$ cat src/rtl/router_fifo_pkg.sv
// Shared router definitions: FIFO geometry defaults and header byte field slices.
// Latency: n/a (types, constants and helpers only).
// Backpressure: n/a.
package router_fifo_pkg;

   // Default per-destination FIFO geometry.
   localparam int unsigned FIFO_DEPTH  = 16;
   localparam int unsigned FIFO_WIDTH  = 8;

   // Header byte layout: [7:2] payload length, [1:0] destination address.
   localparam int unsigned HDR_LEN_MSB = 7;
   localparam int unsigned HDR_LEN_LSB = 2;
   localparam int unsigned DEST_MSB    = 1;
   localparam int unsigned DEST_LSB    = 0;

   // Words still to be presented after a header: payload length plus the parity byte.
   function automatic logic [6:0] pkt_read_count(input logic [5:0] hdr_len);
      return {1'b0, hdr_len} + 7'd1;
   endfunction

endpackage

$ cat src/rtl/router_fifo.sv
// Per-destination packet FIFO: stores header/payload/parity bytes and tags the header word.
// Latency: write visible on empty the same edge; read data registered, valid one cycle after read_enb.
// Backpressure: writes while full are dropped; reads while empty are ignored; output idles at 0 between packets.
module router_fifo
   import router_fifo_pkg::*;
#(
   parameter int unsigned DEPTH = FIFO_DEPTH,
   parameter int unsigned WIDTH = FIFO_WIDTH
) (
   input  logic             clock,
   input  logic             reset,
   input  logic             soft_reset,
   input  logic             write_enb,
   input  logic             read_enb,
   input  logic             lfd_state,
   input  logic [WIDTH-1:0] data_in,
   output logic             full,
   output logic             empty,
   output logic [WIDTH-1:0] data_out
);

   localparam int unsigned AW = $clog2(DEPTH);

   // Pointers carry one extra MSB so equal low bits can be told apart as full or empty.
   logic [AW:0]    wr_ptr;
   logic [AW:0]    rd_ptr;
   logic [WIDTH:0] mem [DEPTH];
   logic           lfd_d;
   logic [6:0]     rd_count;

   logic           clr;
   logic           do_wr;
   logic           do_rd;
   logic [WIDTH:0] rd_word;
   logic           rd_hdr;

   assign empty = (wr_ptr == rd_ptr);
   assign full  = (wr_ptr[AW] != rd_ptr[AW]) && (wr_ptr[AW-1:0] == rd_ptr[AW-1:0]);

   // Qualify requests against the flags as they stand at the start of the cycle.
   always_comb begin
      clr     = reset | soft_reset;
      do_wr   = write_enb & ~full;
      do_rd   = read_enb & ~empty;
      rd_word = mem[rd_ptr[AW-1:0]];
      rd_hdr  = rd_word[WIDTH];
   end

   // Header flag delayed to line up with the header byte from the register stage.
   always_ff @(posedge clock) begin
      if (clr) begin
         lfd_d <= 1'b0;
      end else begin
         lfd_d <= lfd_state;
      end
   end

   // Storage array: cleared on either reset, otherwise written at the write pointer.
   always_ff @(posedge clock) begin
      if (clr) begin
         for (int i = 0; i < DEPTH; i++) begin
            mem[i] <= '0;
         end
      end else if (do_wr) begin
         mem[wr_ptr[AW-1:0]] <= {lfd_d, data_in};
      end
   end

   // Pointer advance; both wrap naturally through the extra MSB.
   always_ff @(posedge clock) begin
      if (clr) begin
         wr_ptr <= '0;
         rd_ptr <= '0;
      end else begin
         if (do_wr) begin
            wr_ptr <= wr_ptr + {{AW{1'b0}}, 1'b1};
         end
         if (do_rd) begin
            rd_ptr <= rd_ptr + {{AW{1'b0}}, 1'b1};
         end
      end
   end

   // Output byte and packet countdown: a header reloads the count, and the output
   // drops to 0 once the count is exhausted so stray bytes outside a packet are discarded.
   always_ff @(posedge clock) begin
      if (clr) begin
         data_out <= '0;
         rd_count <= '0;
      end else if (do_rd && rd_hdr) begin
         data_out <= rd_word[WIDTH-1:0];
         rd_count <= pkt_read_count(rd_word[HDR_LEN_MSB:HDR_LEN_LSB]);
      end else if (do_rd && (rd_count != 7'd0)) begin
         data_out <= rd_word[WIDTH-1:0];
         rd_count <= rd_count - 7'd1;
      end else if (rd_count == 7'd0) begin
         data_out <= '0;
      end
   end

endmodule

$ cat config.mk
export PLATFORM = sky130hd
export DESIGN_NAME = router_fifo
export DESIGN_NICKNAME = d
export VERILOG_FILES = /design/src/rtl/router_fifo_pkg.sv /design/src/rtl/router_fifo.sv
export SDC_FILE = /design/constraint.sdc
export NUM_CORES = 1
export LEC_CHECK = 0
export ABC_AREA = 0
export CAP_MARGIN = 20
export CORE_UTILIZATION = 55
export CTS_CLUSTER_DIAMETER = 40
export CTS_CLUSTER_SIZE = 30
export DETAILED_ROUTE_END_ITERATION = 8
export PLACE_DENSITY = 0.75
export SLEW_MARGIN = 20
export SYNTH_ARGS = -nofsm -noshare
export SYNTH_HDL_FRONTEND = slang
export SYNTH_SLANG_ARGS = --single-unit
$ cat constraint.sdc
create_clock -name clock -period 5.55 [get_ports clock]
set_clock_uncertainty 0.05 [all_clocks]
set_input_delay 0.8325 -clock clock [delete_from_list [all_inputs] [get_ports clock]]
set_output_delay 0.8325 -clock clock [all_outputs]
set_load 0.02 [all_outputs]
==> results.cfg, run 1 <==
[outcome]
run_status = finished, final reports clean

[drt]
drc = 0
dr.first_iter.drc_count = 451
drtPass1Iterations = 6
wl_per_cell_um = 22.0
drt_wl_total_um = 17200
avgViaCountPerCell = 5.93
num_vias = 4641
detail-route-antenna-nets = 0

[critical_path]
critPathRequiredTime_ns = 5.86
slowest_delay_ns = 0.89
crit_chain = buf_4, mux4_1, mux2i_1, mux2_2, nand2b_1, o311ai_0, a21oi_1
cp_max_fo = 25
critical_path.endpoint_type = register
cp.buffers_inverters = 1
critPathArrivalTime_ns = 3.56
path_class = register to register
start_kind = register
cp_top_family = multiplexers
cp_slowest_cell = dfxtp_2

[grt]
grt_max_degree = 26
antenna_found_initial = 0
grt_pass1_vias = 4471
grt_util_all_layers_pct = 25.2
overflow = 0
grt_pass1_wl_um = 26400

[timing]
finalSetupViolations = 0
max_slew_margin_pct = 38.1
finalSetupTns_ns = 0
finalHoldViolCount = 0
finalCritPeriodShare_pct = 58.6
finalMaxSlewViolations = 0
worstMarginPinSlew_ns = 0.927
holdWs_ns = 0.462
finalCriticalPeriod_ns = 3.25
rsz0062_at_grt = false
fmax_ghz = 0.307

[clocking]
clock_latency_ns = 0.43
cts.path.max_buffers = 2
ctsResizeCount = 0
cts_setup_buffers = 0
cts_buffers = 17
cts_tree = yes
holdBufCountCts = 0
root_buffer = clkbuf_16
h-tree-depth = 4
cts.clk_slew.worst_paths_ns = 0.07
clock-sinks = 174

[floorplanning]
io-pin-count = 24
fp.dieArea_um2 = 15200
fp.dieW_um = 123
initial_core_util_pct = 57.4
die_y_um = 123
core_area_um2 = 14100
fp-row-count = 43

[job]
maxCapViolations = 0

[synthesis]
async_flop_share_pct = 0
ys_types = 50
yosys_register_bits = 174
synth_edf_count = 144
avgSynthCellArea_um2 = 14.4
synth_ff_type = edfxtp_1
synth.net_count = 585
synth_area_um2 = 8100
synthCells = 563
yosysWarnings = 0
synth-seq-area-share_pct = 60.8

[place]
placed_cell_area_um2 = 8460
port_buffers = 23
gp_congestion = 0.881
dpl.hpwl_um = 11600

[finish]
areaGrowthSynthToFinish_pct = 11.3
nets = 611
final_area_um2 = 9010
drive_above_1_share_pct = 14.0
n_fill_cell = 1015
num_antenna_cells = 0

[power_and_ir_drop]
p_leak_nw = 3.34
ir_worst_vdd_mv = 0.224
power.density_nw_per_um2 = 302

[hold_path]
hp-class = register to register
==> metrics by stage <==
step           utilization (%)  power, mW  setup WS, ns  cells
2_1_floorplan                -       1.58          3.09    563
3_3_place_gp              60.0       1.63          2.16    750
3_5_place_dp              60.0       1.64          2.03    750
4_1_cts                   63.9       2.73          2.28    782
5_1_grt                   63.9       2.80          2.01    782
6_report                  63.9       2.72          2.30    782
==> cells by family (layout without fill, tap and decap cells) <==
group | count (synthesis) | in the layout | synth area share [%]
AO/OA/AOI/OAI | 44 | 44 | 3.66
XOR/XNOR | 23 | 23 | 2.49
adder cells (fa/ha/maj) | 8 | 8 | 1.24
buffers and inverters | 35 | 74 | 2.75
flip-flops | 174 | 174 | 60.8
multiplexers | 45 | 45 | 12.6
AND/OR/NAND/NOR | 234 | 234 | 16.5
==> where the power goes <==
part | internal (mW) | leakage (nW) | switching (mW) | total (mW)
logic | 0.0529 | 1.23 | 0.0816 | 0.135
clock network | 0.589 | 0.267 | 0.524 | 1.11
registers | 1.45 | 1.85 | 0.0187 | 1.47
==> worst register-to-register path, stage by stage (launching register included) <==
cell and delay (ns):
dfxtp_2 0.89, buf_4 0.39, mux4_1 0.58, mux2i_1 0.28, mux2_2 0.28, nand2b_1 0.32
o311ai_0 0.20, a21oi_1 0.19
==> layout by cell type (no fill, tap or decap), types with 3 or more instances in the layout <==
master and count:
xor2_1 11, mux4_2 31, nand3_1 6, edfxtp_1 144, a31oi_1 3, dfxtp_1 29
o21ai_0 13, nand4_1 5, clkdlybuf4s50_1 23, nor2_1 42, a22oi_1 10, xnor2_1 12
a21oi_1 3, mux4_1 11, clkbuf_16 17, buf_4 14, inv_6 6, nand2b_1 7
nand2_1 10, nor3_1 6, inv_1 5, ha_1 8, clkinv_4 4, and2_1 146
==> cell type report <==
class,count,area [µm²],area share (%)
tap,180,225,2.50
clock buffer,18,429,4.76
clock inverter,14,125,1.39
multi-input combinational,354,2950,32.7
sequential,174,4930,54.7
inverter,5,18.8,0.208
timing repair buffer,37,335,3.72
==> layer usage <==
metal | GRT usage (%) | up-vias | wire length, µm
li1 | - | 2126 | -
met1 | 32.5 | 2312 | 6870
met2 | 40.7 | 169 | 8600
met3 | 5.81 | 34 | 1230
met4 | 11.3 | 0 | 492
met5 | 0 | - | 0
==> cells in the mapped netlist, drive strengths merged, types with 8 or more instances <==
| master | count | area share [%] |
|---|---|---|
| and2 | 147 | 11 |
| edfxtp | 144 | 53 |
| mux4 | 42 | 12 |
| nor2 | 42 | 1.9 |
| dfxtp | 30 | 7.4 |
| clkbuf | 15 | 0.70 |
| o21ai | 14 | 0.87 |
| buf | 13 | 1.5 |
| xnor2 | 12 | 1.3 |
| nand2 | 11 | 0.54 |
| xor2 | 11 | 1.2 |
| a22oi | 10 | 0.93 |
| ha | 8 | 1.2 |
==> final timing paths <==
kind	startpoint	endpoint	slack, ns	cells after the start
worst max-delay path	register	rd_count[1]	2.30	7
worst min-delay path	data_out[5]	data_out[5]	0.46	2
worst max register to register	register	rd_count[1]	2.30	7
worst min register to register	data_out[5]	data_out[5]	0.46	2
==> state kept, by name (all words and copies together), names as in the netlist, named ones only <==
register and cells:
lfd_d 1, rd_count 7, wr_ptr 5, mem 144, rd_ptr 5, data_out 8
Note: power is estimated with default switching activity, not from simulation.
==> run 2, diff against run 1 <==
--- a/config.mk
+++ b/config.mk
@@ -11,7 +11,7 @@
 export CTS_CLUSTER_DIAMETER = 40
 export CTS_CLUSTER_SIZE = 30
 export DETAILED_ROUTE_END_ITERATION = 8
-export PLACE_DENSITY = 0.75
+export PLACE_DENSITY = 0.78
 export SLEW_MARGIN = 20
 export SYNTH_ARGS = -nofsm -noshare
 export SYNTH_HDL_FRONTEND = slang
==> constraint.sdc (replaced) <==
create_clock -name clock -period 2.7 [get_ports clock]
set_clock_uncertainty 0.05 [all_clocks]
set_input_delay 0.405 -clock clock [delete_from_list [all_inputs] [get_ports clock]]
set_output_delay 0.405 -clock clock [all_outputs]
set_load 0.02 [all_outputs]
==> run 2 against run 1 <==
Against the previous run: critical path depth stayed put; maximum frequency is 27% higher; combinational power is 120% higher; register-to-register slack worse by 2.1 ns; sequential share of layout area is 1.6 points lower; sequential cell count stayed put; via count is 5.4% higher.
==> results.cfg, run 2 (synthesis results as in run 1) <==
[grt]
grt_max_degree = 36
antenna_found_initial = 0
grt_util_all_layers_pct = 26.3
grt_pass1_wl_um = 27900
grt_pass1_vias = 4847
overflow = 0

[clocking]
root_buffer = clkbuf_16
cts_setup_buffers = 0
clock_latency_ns = 0.43
cts.clk_slew.worst_paths_ns = 0.06
clock-sinks = 174
holdBufCountCts = 0
cts_tree = yes
cts_buffers = 17
ctsResizeCount = 0
h-tree-depth = 4
cts.path.max_buffers = 2

[timing]
finalHoldViolCount = 0
finalSetupTns_ns = 0
finalCriticalPeriod_ns = 2.55
worstMarginPinSlew_ns = 0.757
finalCritPeriodShare_pct = 94.6
fmax_ghz = 0.392
finalMaxSlewViolations = 0
holdWs_ns = 0.464
rsz0062_at_grt = false
finalSetupViolations = 0
max_slew_margin_pct = 49.2

[drt]
dr.first_iter.drc_count = 457
detail-route-antenna-nets = 0
wl_per_cell_um = 23.1
avgViaCountPerCell = 6.09
drtPass1Iterations = 5
drc = 0
drt_wl_total_um = 18500
num_vias = 4891

[floorplanning]
fp.dieArea_um2 = 15200
fp-row-count = 43
fp.dieW_um = 123
core_area_um2 = 14100
io-pin-count = 24
initial_core_util_pct = 57.4
die_y_um = 123

[outcome]
run_status = finished, final reports clean

[place]
dpl.hpwl_um = 12300
gp_congestion = 0.853
port_buffers = 23

[finish]
layout_commonest_cell = and2_1
areaGrowthSynthToFinish_pct = 14.7
largest_reg_flops = 144
layout_common_cells = and2_1, edfxtp_1, nor2_1
regMostFlops = mem
final_util_pct = 65.9
reg_top3 = mem: 144 flops, data_out: 8 flops, rd_count: 7 flops
num_antenna_cells = 0
nets = 632
drive_above_1_share_pct = 16.5

[critical_path]
critPathArrivalTime_ns = 2.86
cp_slowest_cell = mux4_1
path_class = register to register
crit_chain = buf_12, mux4_1, mux2i_1, mux2_2, nand2b_1, o311ai_0, a21oi_1
start_kind = register
r2r_cells = 7
slowest_delay_ns = 0.62
critPathRequiredTime_ns = 3.00
critical_path.endpoint_type = register
cp_max_fo = 22

[job]
maxCapViolations = 0

[power_and_ir_drop]
ir_worst_vdd_mv = 0.537
power.density_nw_per_um2 = 648
p_leak_nw = 3.51
total_power_mw = 6.02

[hold_path]
hold_depth = 2
hp-class = register to register
## run 2: cell types whose count changed in the layout (fill, tap and decap cells not counted)
cell / previous run / this run
buf_12: 0 / 2
clkinv_2: 0 / 2
inv_8: 2 / 0
bufinv_16: 0 / 5
buf_4: 14 / 33
clkbuf_8: 0 / 2
clkinvlp_4: 2 / 0
clkinv_4: 4 / 2
clkbuf_1: 1 / 3
inv_6: 6 / 1
## run 2: power by group
part | leakage [nW] | internal (mW) | total [mW] | switching, mW
Clock | 0.319 | 1.69 | 2.69 | 1.00
Combinational | 1.34 | 0.121 | 0.300 | 0.180
Sequential | 1.85 | 2.99 | 3.03 | 0.0350
Total | 3.51 | 4.81 | 6.02 | 1.21
## run 2: final timing paths
check / startpoint / end / slack [ns]
max: register / rd_count[1] / 0.15
min: data_out[6] / data_out[6] / 0.46
max reg2reg: register / rd_count[1] / 0.15
min reg2reg: data_out[6] / data_out[6] / 0.46
## run 2: area by class of cell
class | count | area (µm²)
flip-flops and latches | 174 | 4930
clock inverters | 10 | 186
fillers | 939 | 4810
multi-input cells | 354 | 2950
clock buffers | 22 | 464
inverters | 5 | 18.8
well taps | 180 | 225
repair buffers | 58 | 518
## run 2: metrics by stage
| step | std cells | cell area, µm² | worst slack (ns) |
|---|---|---|---|
| after floorplan | 563 | 8100 | 0.323 |
| after global placement | 771 | 8640 | 0.209 |
| after detailed placement | 771 | 8640 | 0.149 |
| after CTS | 803 | 9290 | 0.156 |
| after global routing | 803 | 9290 | 0.00479 |
| final | 803 | 9290 | 0.147 |
## run 2: per-layer routing
layer,GRT usage (%),up-vias,share of wire (%)
met3,5.17,33,6.9
met2,44.0,227,52
met4,10.5,0,2.6
met5,0,-,0
li1,-,2166,-
met1,33.8,2465,39
## run 2: worst max-delay path: cells and delay by family, from the launching register on
family	cells	cell delay (ns)
buffers and inverters	1	0.22
AO/OA/AOI/OAI	2	0.37
flip-flops	1	0.35
multiplexers	3	1.19
AND/OR/NAND/NOR	1	0.30
==> run 3, diff against run 2 <==
--- a/config.mk
+++ b/config.mk
@@ -8,10 +8,10 @@
 export ABC_AREA = 0
 export CAP_MARGIN = 20
 export CORE_UTILIZATION = 55
-export CTS_CLUSTER_DIAMETER = 40
 export CTS_CLUSTER_SIZE = 30
 export DETAILED_ROUTE_END_ITERATION = 8
 export PLACE_DENSITY = 0.78
+export SKIP_LAST_GASP = 1
 export SLEW_MARGIN = 20
 export SYNTH_ARGS = -nofsm -noshare
 export SYNTH_HDL_FRONTEND = slang
==> results of run 3 <==
No change in the layout: final DEF, timing and power equal those of run 2.
